--- src/rtl/pakout_rr_if.sv ---
// ---------------------------------------------------------------------------
// pakout_rr_if
//   Handshake bundle for the multi-channel packet-out block.
//   Receive side : NCH four-phase message channels (rcv_req/rcv_msg/rcv_ack).
//   Send side    : one four-phase packet channel (snd_req/snd_ack/snd_pakio),
//                  qualified by snd_last (final packet of a message) and
//                  snd_src (channel the current message came from).
//   snd_par (even parity of snd_pakio) exists only when NS_PAKOUT_PARITY_EN
//   is defined.
//   Modports:
//     master : the packet-out block (consumes messages, produces packets)
//     slave  : its environment (produces messages, consumes packets)
// ---------------------------------------------------------------------------
interface pakout_rr_if #(
  parameter int NCH  = 2,
  parameter int MSZ  = 18,
  parameter int PSZ  = 8,
  parameter int SRCW = 1
);
  logic [NCH-1:0]     rcv_req;
  logic [NCH*MSZ-1:0] rcv_msg;
  logic [NCH-1:0]     rcv_ack;
  logic               snd_req;
  logic               snd_ack;
  logic [PSZ-1:0]     snd_pakio;
  logic               snd_last;
  logic [SRCW-1:0]    snd_src;
`ifdef NS_PAKOUT_PARITY_EN
  logic               snd_par;
`endif

  modport master (
    input  rcv_req,
    input  rcv_msg,
    input  snd_ack,
    output rcv_ack,
    output snd_req,
    output snd_pakio,
    output snd_last,
`ifdef NS_PAKOUT_PARITY_EN
    output snd_par,
`endif
    output snd_src
  );

  modport slave (
    output rcv_req,
    output rcv_msg,
    output snd_ack,
    input  rcv_ack,
    input  snd_req,
    input  snd_pakio,
    input  snd_last,
`ifdef NS_PAKOUT_PARITY_EN
    input  snd_par,
`endif
    input  snd_src
  );
endinterface

--- src/rtl/pakout_rr.sv ---
// ---------------------------------------------------------------------------
// pakout_rr
//   Multi-channel packet-out block. Whole messages {addr,data,redun} arrive on
//   NCH independent four-phase channels and are buffered in one FIFO per
//   channel. A round-robin arbiter drains the FIFOs into a single PSZ-wide
//   four-phase packet stream, NPK = ceil(MSZ/PSZ) packets per message, most
//   significant packet first (message zero-extended at the MSB side).
//
//   Ports:
//     i_clk    : sole clock, rising edge
//     reset_n  : asynchronous active-low reset
//     ready    : block initialised (first clock edge after reset release)
//     busy     : serializer active or any FIFO holds a message
//     bus      : pakout_rr_if.master (rcv_* message channels, snd_* packets)
//
//   Configuration macro:
//     NS_PAKOUT_PARITY_EN : adds bus.snd_par = even parity of bus.snd_pakio.
// ---------------------------------------------------------------------------
module pakout_rr #(
  parameter int NCH        = 2,
  parameter int PSZ        = 8,
  parameter int ASZ        = 6,
  parameter int DSZ        = 8,
  parameter int RSZ        = 4,
  parameter int DEPTH_LOG2 = 2
) (
  input  logic         i_clk,
  input  logic         reset_n,
  output logic         ready,
  output logic         busy,
  pakout_rr_if.master  bus
);

  localparam int MSZ   = ASZ + DSZ + RSZ;
  localparam int NPK   = (MSZ + PSZ - 1) / PSZ;
  localparam int SHW   = NPK * PSZ;
  localparam int DEPTH = 1 << DEPTH_LOG2;
  localparam int SRCW  = (NCH > 1) ? $clog2(NCH) : 1;
  localparam int CW    = (NPK > 1) ? $clog2(NPK) : 1;

  typedef enum logic [1:0] {
    S_IDLE,
    S_SEND,
    S_RELEASE
  } state_t;

  state_t             state;
  logic [SHW-1:0]     shreg;
  logic [CW-1:0]      pk_cnt;
  logic               snd_req_r;
  logic               snd_last_r;
  logic [SRCW-1:0]    snd_src_r;
  logic [SRCW-1:0]    rr_ptr;

  logic [NCH-1:0]     push;
  logic [NCH-1:0]     pop;
  logic [NCH-1:0]     nempty;
  logic [NCH-1:0]     full;
  logic [NCH*MSZ-1:0] head_flat;

  logic               grant_vld;
  logic [SRCW-1:0]    grant;

  // Channel index 'off' positions after 'base', wrapping at NCH.
  function automatic logic [SRCW-1:0] rr_idx(input logic [SRCW-1:0] base,
                                             input int off);
    int s;
    s = (int'(base) + off) % NCH;
    return SRCW'(s);
  endfunction

  // -------------------------------------------------------------------------
  // Per-channel input handshake and FIFO
  // -------------------------------------------------------------------------
  for (genvar g = 0; g < NCH; g++) begin : g_ch
    logic [MSZ-1:0]        mem [DEPTH];
    logic [DEPTH_LOG2-1:0] wp;
    logic [DEPTH_LOG2-1:0] rp;
    logic [DEPTH_LOG2:0]   cnt;
    logic                  ack;

    assign nempty[g] = (cnt != '0);
    assign full[g]   = (cnt == (DEPTH_LOG2+1)'(DEPTH));
    // A full FIFO still accepts a push when the arbiter pops it in the same
    // cycle; otherwise the ack is withheld and the sender stalls.
    assign push[g]   = ready & bus.rcv_req[g] & ~ack & (~full[g] | pop[g]);
    assign head_flat[g*MSZ +: MSZ] = mem[rp];
    assign bus.rcv_ack[g] = ack;

    always_ff @(posedge i_clk or negedge reset_n) begin
      if (!reset_n) begin
        wp  <= '0;
        rp  <= '0;
        cnt <= '0;
        ack <= 1'b0;
      end else begin
        if (push[g]) wp <= wp + 1'b1;
        if (pop[g])  rp <= rp + 1'b1;
        if (push[g] && !pop[g])      cnt <= cnt + 1'b1;
        else if (!push[g] && pop[g]) cnt <= cnt - 1'b1;
        if (push[g])                     ack <= 1'b1;
        else if (!bus.rcv_req[g] && ack) ack <= 1'b0;
      end
    end

    // Storage needs no reset: the occupancy count defines what is valid.
    always_ff @(posedge i_clk) begin
      if (push[g]) mem[wp] <= bus.rcv_msg[g*MSZ +: MSZ];
    end
  end

  // -------------------------------------------------------------------------
  // Round-robin arbiter: scan starting just after the last granted channel
  // -------------------------------------------------------------------------
  always_comb begin
    grant_vld = 1'b0;
    grant     = rr_ptr;
    for (int k = 1; k <= NCH; k++) begin
      if (!grant_vld && nempty[rr_idx(rr_ptr, k)]) begin
        grant_vld = 1'b1;
        grant     = rr_idx(rr_ptr, k);
      end
    end
  end

  always_comb begin
    pop = '0;
    if (ready && state == S_IDLE && grant_vld) pop[grant] = 1'b1;
  end

  // -------------------------------------------------------------------------
  // Serializer FSM: one four-phase handshake per packet
  // -------------------------------------------------------------------------
  always_ff @(posedge i_clk or negedge reset_n) begin
    if (!reset_n) begin
      ready      <= 1'b0;
      state      <= S_IDLE;
      shreg      <= '0;
      pk_cnt     <= '0;
      snd_req_r  <= 1'b0;
      snd_last_r <= 1'b0;
      snd_src_r  <= '0;
      rr_ptr     <= SRCW'(NCH - 1);
    end else begin
      ready <= 1'b1;
      case (state)
        S_IDLE: begin
          if (ready && grant_vld) begin
            shreg      <= SHW'(head_flat[int'(grant)*MSZ +: MSZ]);
            pk_cnt     <= '0;
            snd_src_r  <= grant;
            rr_ptr     <= grant;
            snd_req_r  <= 1'b1;
            snd_last_r <= (NPK == 1);
            state      <= S_SEND;
          end
        end
        S_SEND: begin
          if (bus.snd_ack) begin
            snd_req_r <= 1'b0;
            state     <= S_RELEASE;
          end
        end
        S_RELEASE: begin
          // Payload, last and source stay put until the consumer drops ack.
          if (!bus.snd_ack) begin
            if (snd_last_r) begin
              snd_last_r <= 1'b0;
              state      <= S_IDLE;
            end else begin
              shreg      <= shreg << PSZ;
              pk_cnt     <= pk_cnt + 1'b1;
              snd_last_r <= (pk_cnt == CW'(NPK - 2));
              snd_req_r  <= 1'b1;
              state      <= S_SEND;
            end
          end
        end
        default: state <= S_IDLE;
      endcase
    end
  end

  assign bus.snd_req   = snd_req_r;
  assign bus.snd_pakio = shreg[SHW-1 -: PSZ];
  assign bus.snd_last  = snd_last_r;
  assign bus.snd_src   = snd_src_r;
`ifdef NS_PAKOUT_PARITY_EN
  assign bus.snd_par   = ^shreg[SHW-1 -: PSZ];
`endif

  assign busy = (state != S_IDLE) | (|nempty);

endmodule

--- src/flat_wrapper.sv ---
// flat-port wrapper written by rule: the top's interface ports become plain ports
module pakout_rr_flat 
#(
  parameter int NCH        = 2,
  parameter int PSZ        = 8,
  parameter int ASZ        = 6,
  parameter int DSZ        = 8,
  parameter int RSZ        = 4,
  parameter int DEPTH_LOG2 = 2
)
  (i_clk, reset_n, ready, busy, bus_rcv_req, bus_rcv_msg, bus_snd_ack, bus_rcv_ack, bus_snd_req, bus_snd_pakio, bus_snd_last, bus_snd_src);
  pakout_rr_if #(.NCH(NCH), .MSZ((18)), .PSZ(PSZ), .SRCW((1))) bus_i ();
  input  logic i_clk;
  input  logic reset_n;
  output logic ready;
  output logic busy;
  input wire logic [$bits(bus_i.rcv_req)-1:0] bus_rcv_req;
  input wire logic [$bits(bus_i.rcv_msg)-1:0] bus_rcv_msg;
  input wire logic [$bits(bus_i.snd_ack)-1:0] bus_snd_ack;
  output wire logic [$bits(bus_i.rcv_ack)-1:0] bus_rcv_ack;
  output wire logic [$bits(bus_i.snd_req)-1:0] bus_snd_req;
  output wire logic [$bits(bus_i.snd_pakio)-1:0] bus_snd_pakio;
  output wire logic [$bits(bus_i.snd_last)-1:0] bus_snd_last;
  output wire logic [$bits(bus_i.snd_src)-1:0] bus_snd_src;
  assign bus_i.rcv_req = bus_rcv_req;
  assign bus_i.rcv_msg = bus_rcv_msg;
  assign bus_i.snd_ack = bus_snd_ack;
  assign bus_rcv_ack = bus_i.rcv_ack;
  assign bus_snd_req = bus_i.snd_req;
  assign bus_snd_pakio = bus_i.snd_pakio;
  assign bus_snd_last = bus_i.snd_last;
  assign bus_snd_src = bus_i.snd_src;
  pakout_rr #(.NCH(NCH), .PSZ(PSZ), .ASZ(ASZ), .DSZ(DSZ), .RSZ(RSZ), .DEPTH_LOG2(DEPTH_LOG2)) u_core (.i_clk(i_clk), .reset_n(reset_n), .ready(ready), .busy(busy), .bus(bus_i));
endmodule
--- config.mk ---
export PLATFORM = sky130hd
export DESIGN_NAME = pakout_rr_flat
export DESIGN_NICKNAME = d
export VERILOG_FILES = /design/src/rtl/pakout_rr_if.sv /design/src/rtl/pakout_rr.sv /design/src/flat_wrapper.sv
export SDC_FILE = /design/constraint.sdc
export NUM_CORES = 1
export LEC_CHECK = 0
export BUFFER_PORTS_ARGS = -buffer_cell sky130_fd_sc_hd__buf_4
export CAP_MARGIN = 0
export CORE_ASPECT_RATIO = 0.6
export CORE_MARGIN = 2
export CORE_UTILIZATION = 45
export CTS_CLUSTER_DIAMETER = 40
export DETAILED_ROUTE_END_ITERATION = 6
export SYNTH_ARGS = -nofsm -noshare
export SYNTH_HDL_FRONTEND = slang
export SYNTH_SLANG_ARGS = --single-unit
--- constraint.sdc ---
create_clock -name i_clk -period 3.1 [get_ports i_clk]
set_input_delay 0.62 -clock i_clk [delete_from_list [all_inputs] [get_ports i_clk]]
set_output_delay 0.62 -clock i_clk [all_outputs]
set_load 0.005 [all_outputs]
==> impl_metrics.toml <==
[layout]
diodes = 0
drive_gt1_share_pct = 31.1
design_area_mm2 = 0.00915
nets = 555
syn_to_final_growth_pct = 17.4

[global_route]
grt.total_usage_pct = 17.3
grt_pass1_wl_um = 23500
overflow = 0
grt_start_max_net_pins = 50
grt_pass1_vias = 4121
antenna_found_initial = 0

[routing]
drt_iter0_drc = 236
via_count = 3996
postRouteAntennaNets = 0
drc = 0
wl_per_cell_um = 19.9
drt_pass1_iterations = 4
drt-total-wl_um = 14900
via_per_inst = 5.34

[logic_synthesis]
yosys_warnings = 0
yosys.area.top_type_share_pct = 55.5
ys_top_cells_by_count = "144 x edfxtp_1, 48 x dfrtp_1, 36 x mux4_2"
synth_nets = 487
synth.yosys.seq_area_share_pct = 71.2
synth_area_leaders = "edfxtp_1 55%, dfrtp_1 15%, mux4_2 10%, mux2i_1 2.6%, ha_1 1.8%"
synth.most_common_cell = "edfxtp_1"
synth-seq-cells = 193
synthesis.area_mm2 = 0.00779
syn-instance-count = 433
yosysUniqueCellTypes = 40
synth_edf_count = 144
synth_ff_type = "edfxtp_1"
synth_area_per_cell_um2 = 18.0
yosys.area.top_type = "edfxtp_1"
async_flop_share_pct = 25.4

[clock_network]
numCtsBuffers = 17
cts_tree = "yes"
clk_pin_slew_ps = 80
h-tree-depth = 4
cts_root_buf = "clkbuf_16"
cts_sinks = 193
clkLatencyLatePin_ps = 430
cts_buffer_depth = 2

[power_and_ir_drop]
p_switching_mw = 2.64
switching_share_pct = 32.5
leakage_nw = 3.32
clockPowerShare_pct = 26.9
p_comb_share_pct = 28.3
power_density_mw_per_mm2 = 888
vdd_drop_max_mv = 0.421
internal-power_mw = 5.49
p_total_mw = 8.12
p_seq_share_pct = 44.8

[floorplanning]
die_h_um = 106
design.core.area_mm2 = 0.0170
io_pins = 56
rows = 37
start_util_pct = 45.8
fp.dieArea_mm2 = 0.0184
die_w_um = 174

[place]
port_buffers = 55
dpl.hpwl_um = 10000
pre_cts_slack_ps = 204
placed_area_mm2 = 0.00854
gp_congestion = 0.767

[timing]
hold_viol_final = 0
finalCritPeriodShare_pct = 90.4
min_period_ps = 2800
slew_headroom_pct = 46.0
timing.final.ws_setup_ps = 298
clock_skew_ps = 17.4
tns_ps = 0
worstMarginPinSlew_ps = 810
setup_viol = 0
max_freq_mhz = 357
slew_violations = 0
rsz0062_at_grt = "no"

[worst_setup_path]
regToRegSetupSlack_ps = 300
r2r-start = "u_core.g_ch[0].cnt[1]$_DFFE_PN0P_"
r2r_cells = 9
critical_path_arrival_ps = 3150
path_max_fanout = 5
r2r_end = "u_core.g_ch[1].cnt[2]$_DFFE_PN0P_"
critPathKind = "register to register"
start_kind = "register"
cp-startpoint = "u_core.g_ch[0].cnt[1]$_DFFE_PN0P_"
crit_end = "u_core.g_ch[1].cnt[2]$_DFFE_PN0P_"
worstPathRequired_ps = 3450
cp-end-kind = "register"

[hold_path]
min_path_type = "input pin to async pin"

[job]
maxCapViolCount = 0

[status]
status = "complete, no violations"
[worst min path at each step]
stage | cells after the start | end | from | slack, ps
CTS | 1 | u_core.g_ch[0].ack$_DFFE_PN0P_ | reset_n | 230
floorplan | 0 | u_core.bus.snd_last$_DFFE_PN0P_ | reset_n | 320
detailed placement | 2 | u_core.shreg[22]$_DFFE_PN0P_ | u_core.shreg[14]$_DFFE_PN0P_ | 470
global placement | 2 | u_core.shreg[22]$_DFFE_PN0P_ | u_core.shreg[14]$_DFFE_PN0P_ | 460
finish | 1 | u_core.g_ch[0].ack$_DFFE_PN0P_ | reset_n | 210
global route | 1 | u_core.g_ch[0].ack$_DFFE_PN0P_ | reset_n | 240
[final cells by class]
type | instances | area (um2)
timing repair buffer | 79 | 593
clock buffer | 18 | 429
tap | 234 | 293
sequential | 193 | 5550
fill | 1412 | 7890
inverter | 12 | 45.0
clock inverter | 14 | 176
multi-input combinational | 198 | 2060
[layer usage]
metal | global-route usage (%) | up-vias | wire (um) | share of wire (%)
met5 | 0 | - | 0 | 0
met4 | 4.20 | 0 | 91 | 0.61
met3 | 4.58 | 9 | 669 | 4.5
met2 | 25.5 | 87 | 6720 | 45
met1 | 25.8 | 2075 | 7420 | 50
li1 | - | 1825 | - | -
[power groups by stage]
stage	registers (mW)	clock network [mW]	logic, mW
floorplan	3.48	0	1.73
global placement	3.67	0	2.30
detailed placement	3.69	0	2.32
CTS	3.64	2.24	2.34
global route	3.71	2.33	2.51
finish	3.64	2.18	2.30
[layout by cell type (no fill, tap or decap), types with 9 or more instances in the layout]
cell type | Yosys | final
edfxtp_1 | 144 | 144
buf_4 | 11 | 79
a211oi_1 | 10 | 10
nand2_1 | 18 | 18
mux4_2 | 36 | 36
dfrtp_1 | 48 | 48
clkbuf_16 | 0 | 17
mux2i_1 | 20 | 19
nor4_1 | 10 | 10
nor2_1 | 9 | 9
ha_1 | 11 | 11
inv_1 | 12 | 12
nor3_1 | 13 | 12
[worst max-delay path, stage by stage, from the launching register on]
cell and delay [ps]:
dfrtp_1 430, or3_1 470, a211o_4 410, a311oi_4 320
ha_1 230, inv_1 60, fa_1 370, xor2_1 150
nor2_1 130, xor2_1 160
[state kept, by name, summed over array words and instances (netlist names), 2 cells and up]
register / count
u_core.state: 2
u_core.g_ch.ack: 2
u_core.shreg: 24
u_core.g_ch.mem: 144
u_core.g_ch.cnt: 6
u_core.g_ch.rp: 4
u_core.g_ch.wp: 4
u_core.pk_cnt: 2
[stage by stage]
step / cells / hold WS [ps] / util, %
global placement: 716 / 461 / 50.1
global route: 748 / 245 / 53.7
detailed placement: 716 / 473 / 50.1
floorplan: 433 / 324 / -
finish: 748 / 212 / 53.7
CTS: 748 / 226 / 53.7
[kinds of logic after synthesis]
kind of cell	count (synthesis)	share of synthesized area (%)
xor+xnor	12	1.35
mux	60	13.6
flops	193	71.2
buf+inv	42	2.57
fa+ha+maj	13	2.28
other cells	1	0.0481
compound gates	41	4.33
simple gates	71	4.61
[timing repair]
item | 4_1_cts | 5_1_grt
gates resized for setup | 0 | 1
endpoints found under the setup margin | 0 | 1
setup buffers | 0 | 0
endpoints found under the hold margin | 0 | 0
hold buffers | 0 | 0
Power figures use the tool's default switching activity.
